===== config.mk =====
export PLATFORM = sky130hd
export DESIGN_NAME = ifu_fetch_queue
export DESIGN_NICKNAME = d
export VERILOG_FILES = /design/src/rtl/ifu_fetch_queue.sv
export SDC_FILE = /design/constraint.sdc
export NUM_CORES = 1
export LEC_CHECK = 0
export BUFFER_PORTS_ARGS = -buffer_cell sky130_fd_sc_hd__buf_2
export CAP_MARGIN = 20
export CORE_ASPECT_RATIO = 0.8
export CORE_MARGIN = 2
export CORE_UTILIZATION = 55
export CTS_BUF_LIST = sky130_fd_sc_hd__clkbuf_2 sky130_fd_sc_hd__clkbuf_4 sky130_fd_sc_hd__clkbuf_8
export CTS_CLUSTER_DIAMETER = 40
export CTS_CLUSTER_SIZE = 28
export DETAILED_ROUTE_END_ITERATION = 12
export HOLD_SLACK_MARGIN = 0.08
export PLACE_DENSITY = 0.75
export SYNTH_ARGS = -nofsm -noshare
export SYNTH_HDL_FRONTEND = slang
export SYNTH_SLANG_ARGS = --single-unit

===== constraint.sdc =====
create_clock -name clk -period 5.3 [get_ports clk]
set_input_delay 1.06 -clock clk [delete_from_list [all_inputs] [get_ports clk]]
set_output_delay 1.06 -clock clk [all_outputs]
set_load 0.005 [all_outputs]

===== src/rtl/ifu_fetch_queue.sv =====
// Fetch stage: credit-based PC issue to in-order instruction memory,
// DEPTH-entry fetch queue toward decode, redirect flush with stale-response drop.
module ifu_fetch_queue #(
  parameter int              XLEN     = 64,
  parameter int              ILEN     = 32,
  parameter logic [XLEN-1:0] RESET_PC = 64'h8000_0000,
  parameter int              DEPTH    = 4
) (
  input  logic            clk,
  input  logic            rst,
  input  logic            redirect_en,
  input  logic [XLEN-1:0] redirect_pc,
  output logic            imem_req_valid,
  input  logic            imem_req_ready,
  output logic [XLEN-1:0] imem_req_addr,
  input  logic            imem_rsp_valid,
  input  logic [ILEN-1:0] imem_rsp_data,
  output logic            ifu_valid,
  input  logic            ifu_ready,
  output logic [XLEN-1:0] ifu_pc,
  output logic [ILEN-1:0] ifu_instr,
  output logic [XLEN-1:0] ifu_snxt_pc
);

  localparam int AW = $clog2(DEPTH);
  localparam int CW = AW + 1;

  logic [XLEN-1:0] pc;
  logic [CW-1:0]   count;
  logic [CW-1:0]   inflight;
  logic [CW-1:0]   drop;
  logic [AW-1:0]   q_head;
  logic [AW-1:0]   q_tail;
  logic [AW-1:0]   t_rd;
  logic [AW-1:0]   t_wr;

  logic [XLEN-1:0] tag    [DEPTH];
  logic [XLEN-1:0] q_pc   [DEPTH];
  logic [ILEN-1:0] q_instr[DEPTH];

  logic [CW:0]     used;
  logic            issue;
  logic            keep;
  logic            push;
  logic            pop;
  logic [XLEN-1:0] rsp_pc;

  assign used  = {1'b0, count} + {1'b0, inflight};

  assign imem_req_valid = !rst && !redirect_en
                        && (used < (CW+1)'(DEPTH));
  assign imem_req_addr  = pc;

  assign issue = imem_req_valid && imem_req_ready;
  assign keep  = imem_rsp_valid && (drop == '0);
  assign push  = keep && !redirect_en;
  assign pop   = ifu_valid && ifu_ready && !redirect_en;

  // A zero-latency response arrives before its tag is in the FIFO.
  assign rsp_pc = (inflight == '0) ? pc : tag[t_rd];

  assign ifu_valid   = (count != '0);
  assign ifu_pc      = ifu_valid ? q_pc[q_head] : '0;
  assign ifu_instr   = ifu_valid ? q_instr[q_head] : '0;
  assign ifu_snxt_pc = ifu_valid ? q_pc[q_head] + XLEN'(4) : '0;

  always_ff @(posedge clk) begin
    if (rst) begin
      pc       <= RESET_PC;
      count    <= '0;
      inflight <= '0;
      drop     <= '0;
      q_head   <= '0;
      q_tail   <= '0;
      t_rd     <= '0;
      t_wr     <= '0;
    end else begin
      if (issue)
        t_wr <= t_wr + AW'(1);
      if (imem_rsp_valid)
        t_rd <= t_rd + AW'(1);
      if (redirect_en) begin
        // Everything still in flight belongs to the old path.
        pc       <= redirect_pc;
        count    <= '0;
        q_head   <= '0;
        q_tail   <= '0;
        inflight <= inflight - CW'(imem_rsp_valid);
        drop     <= inflight - CW'(imem_rsp_valid);
      end else begin
        if (issue)
          pc <= pc + XLEN'(4);
        inflight <= inflight + CW'(issue) - CW'(imem_rsp_valid);
        if (imem_rsp_valid && drop != '0)
          drop <= drop - CW'(1);
        if (push)
          q_tail <= q_tail + AW'(1);
        if (pop)
          q_head <= q_head + AW'(1);
        count <= count + CW'(push) - CW'(pop);
      end
    end
  end

  always_ff @(posedge clk) begin
    if (!rst && issue)
      tag[t_wr] <= pc;
    if (!rst && push) begin
      q_pc[q_tail]    <= rsp_pc;
      q_instr[q_tail] <= imem_rsp_data;
    end
  end

endmodule


[After elaboration in Yosys (flattened, before gate mapping)]
Memory sizes are Yosys's and may differ from the RTL's. A register that Yosys moved wholly into a read port is not among the register bits.
Index checks and enable logic that the tools add are counted.
Widths: inputs -> output; s select.
Storage, ports and cells
  memory bits (writable): 640
  bits in registers: 81
  input bits: 102
  logic and storage cells: 63
  memories: 3
  output and inout bits: 226
Memory list
  q_pc: words 4, width 64, read ports 1, clocked after Yosys merged registers in 1, wr ports 1, RTL line 38  | logic [XLEN-1:0] q_pc [DEPTH];
  tag: words 4, width 64, read ports 1, clocked after Yosys merged registers in 1, wr ports 1, RTL line 37  | logic [XLEN-1:0] tag [DEPTH];
  q_instr: words 4, width 32, read ports 1, clocked after Yosys merged registers in 1, wr ports 1, RTL line 39  | logic [ILEN-1:0] q_instr[DEPTH];
Operators by class
  reductions and logical operators: 19
  multiplexer cells: 19
  order comparisons: 1
  add/sub/neg operators: 13
Operator list (count)
  $mux 64: 5
  $add 64x3->64 const B: 2
  $mux 32: 1
  $mux 2: 6
  $logic_and 1x1->1: 10
  $mux 3: 3
  $sub 3x1->3: 3
  $add 2x1->2 const B: 4
  $add 3x1->3: 2
  $logic_not 3->1: 2
  $reduce_bool 3->1: 2
  $add 3x3->4: 1
  $lt 4x3->1 const B: 1
  $mux 1: 4
  $reduce_bool 2->1: 2
  $sub 3x1->3 const B: 1
  $logic_not 1->1: 2
  $reduce_or 2->1: 1

[Depth between registers and ports, before layout]
  depth in word-level cells: 7
  depth in mapped cells: 15
  gate-level depth less buffers: 12

[Least setup slack after synthesis]
Ideal clock, no wire load.
  kind: input to register
  start: input port rst
  end: memory q_instr[0][0], enable pin
  library setup time: 0.466 ns
  data arrival time: 4.103 ns
  cell stages on the path: 5
  buffers on the path: 2
  setup slack: 0.732 ns
  cells stage by stage: clkbuf_1 or2_2 clkbuf_1 nor2_1 and2_1
On the way
  word-level cells in the longest chain between the ends: 4
Ends and longest elaborated chain
  start: declaration: RTL line 10  | input logic rst,
  $logic_not 1->1: RTL line 108  | if (!rst && push) begin
  $logic_and 1x1->1: RTL line 108
  $mux 1: RTL line 108
  $mux 1 (implied by the code): RTL line 110  | q_instr[q_tail] <= imem_rsp_data;
  end: declaration: RTL line 39
Every way passes these cells.

==> results_dict.tcl <==
set metrics [dict create \
    cp-start-kind "flop" \
    fin_cells 3113 \
    numPortBuffers 327 \
    clkSinkCount 725 \
    worstMarginPinSlew_ns 1.049 \
    grt_pass1_vias 18420 \
    die_w_um 270.8 \
    worstPathCellList "buf_16 > mux4_1 > nand3_2 > nor2_1 > nand4_1 > or3_1 > a21oi_1 > buf_2" \
    cts_buffers 84 \
    ir_worst_vdd_uv 200.6 \
    clock_path_buffers 3 \
    grt_start_max_net_pins 90 \
    cts_tree "built" \
    place.gp.congestion 0.8958 \
    clkTransAtPathRegs_ns 0.09 \
    status "finished, final reports clean" \
    min_path_type "flop to flop" \
    routed_wl_um 76110 \
    final_util_pct 63.33 \
    met1_length_um 32130 \
    cp_max_fo 15 \
    critPathMaxStageDelay_ns 0.86 \
    rrSetupSlack_ns 1.80 \
    cp-end-kind "output port" \
    post_dp_cell_area_um2 33740 \
    min_period_ns 5.024 \
    worst-path-buf-inv 2 \
    area_growth_pct 14.25 \
    grt_first_pass_wirelength_um 113600 \
    synth_nets 2064 \
    cts_max_level 3 \
    leakagePower_nw 12.31 \
    antenna_left 0 \
    post-place-cells 2951 \
    final_area_um2 35790 \
    setup_viol 0 \
    start_util_pct 55.43 \
    fin_worst_skew_ns 0.02796 \
    hpwl_um 50140 \
    synth_warnings 0 \
    die-area_um2 58890 \
    top_layer "met4" \
    wl_met3_um 7843 \
    ys.flop_type "edfxtp_1" \
    async_flop_share_pct 0 \
    synth_area_leaders "edfxtp_1 61%, mux4_2 9.2%, dfxtp_1 5.4%" \
    finalCritPeriodShare_pct 94.78 \
    power.density_nw_per_um2 335.7 \
    final.setup.tns_ns 0 \
    drtIter0Drc 2267 \
    ys_ff_latch 725 \
    avgRoutedWirePerCell_um 24.45 \
    clkLatencyLatePin_ns 0.69 \
    drive_gt1_share_pct 32.19 \
    grt_usage_pct 25.66 \
    slew_headroom_pct 30.06 \
    yosysSeqAreaShare_pct 66.79 \
    rows 78 \
    synth-edff-count 640 \
    grt-ovfl-total 0 \
    crit_slowest_cell "nor2_1" \
    syn_area_um2 31320 \
    synth.avg_cell_area_um2 16.15 \
    die_y_um 217.5 \
    io_pins 328 \
    rsz0062_at_grt "false" \
    final_nets 2405 \
    final_common_cell "edfxtp_1" \
    holdBufCountCts 0 \
    root_buffer "clkbuf_8" \
    vias 19290 \
    antenna_found_initial 1 \
    fmax_mhz 199.1 \
    power.total_mw 12.01 \
    yosysTopAreaCellShare_pct 61.36 \
    drcViolationCount 0 \
    cp.required_ns 4.24 \
    arrival_ns 3.96 \
    viasPerCell 6.198 \
    ys_types 68 \
    critPathKind "flop to output port" \
    synth_largest_area_cell "edfxtp_1" \
    wl_met2_um 34300 \
    finalMaxSlewViolations 0 \
    syn_inst 1940 \
    core_um2 56510 \
    maxCapViolations 0 \
    final_cell_mix "640 x edfxtp_1, 327 x buf_2, 128 x mux4_2, 111 x nand2_1, 101 x and2_1" \
    crit_family "simple AND/OR/NAND/NOR gates" \
    finalHoldViolCount 0 \
    drt-pass1-iter-count 6 \
]
-- sequential cells by signal, summed over array words and instances, names as in the netlist, named ones only --
register and cells:
count 3, q_tail 2, inflight 3, t_wr 2, t_rd 2, q_head 2
q_instr 128, drop 3, imem_req_addr 64, q_pc 256, tag 256
-- final timing paths --
path             from               to  cells past startpoint
max              flop  ifu_snxt_pc[59]                      8
min           t_wr[1]          t_wr[1]                      2
max reg2reg  count[2]         count[2]                     11
min reg2reg   t_wr[1]          t_wr[1]                      2
-- cell type report --
cell class	count	area (um^2)
sequential	725	20930
clock buffer	86	1171
tap	760	950.9
timing repair buffer	364	2053
antenna	1	2.502
fill	3931	20720
clock inverter	71	782.0
multi-input combinational	1077	9786
inverter	29	108.9
-- worst reg2reg max path: stages, from the launching register on --
cell     delay (ns)
dfxtp_1        0.36
nor3_2         0.49
inv_2          0.47
buf_4          0.42
and3_1         0.38
ha_1           0.30
inv_1          0.04
ha_1           0.18
fa_1           0.38
xnor2_1        0.19
xnor2_1        0.13
nor2_1         0.05
-- power by group --
group / switching [mW] / internal [mW] / leakage (nW)
Clock: 2.27 / 2.02 / 0.977
Combinational: 0.682 / 0.457 / 4.78
Sequential: 0.148 / 6.44 / 6.56
-- cell usage after synthesis, drive strengths merged, types with 22 or more instances --
cell type	number
dfxtp	85
buf	34
clkbuf	75
mux2	74
nand4	52
mux4	159
a21oi	61
o21ai	45
xnor2	22
and2	110
edfxtp	640
nor4	23
nor2	95
a31oi	33
nand2	111
xor2	39
nand3	54
or3	27
inv	29
-- metrics by stage --
stage | setup slack, ns | hold WS [ns]
floorplan | 0.7315 | 0.4692
global placement | 0.6273 | 0.4806
detailed placement | 0.5846 | 0.4991
CTS | 0.1568 | 0.5110
global route | 0.04212 | 0.5408
finish | 0.2764 | 0.5097
-- kinds of logic (layout without fill, tap and decap cells) --
family | Yosys count | after routing | share of synthesized area [%]
compound gates | 189 | 189 | 3.659
flops | 725 | 725 | 66.79
fa+ha+maj | 22 | 22 | 0.9267
mux | 244 | 244 | 14.82
other cells | 0 | 1 | 0
buf+inv | 138 | 550 | 2.093
simple gates | 561 | 561 | 10.01
xor+xnor | 61 | 61 | 1.706
-- timing repair --
action,in CTS,in global routing
pin swaps,0,1
hold endpoints to repair,0,0
gates resized for setup,2,4
endpoints found under the setup margin,14,1
setup buffers,1,2
-- metal layers --
| layer | up-vias | global-route usage [%] |
|---|---|---|
| met3 | 116 | 5.649 |
| met5 | - | 0 |
| met2 | 1082 | 37.82 |
| met4 | 0 | 7.311 |
| li1 | 8389 | - |
| met1 | 9707 | 38.83 |
No activity file was read; power rests on OpenSTA's default activity.
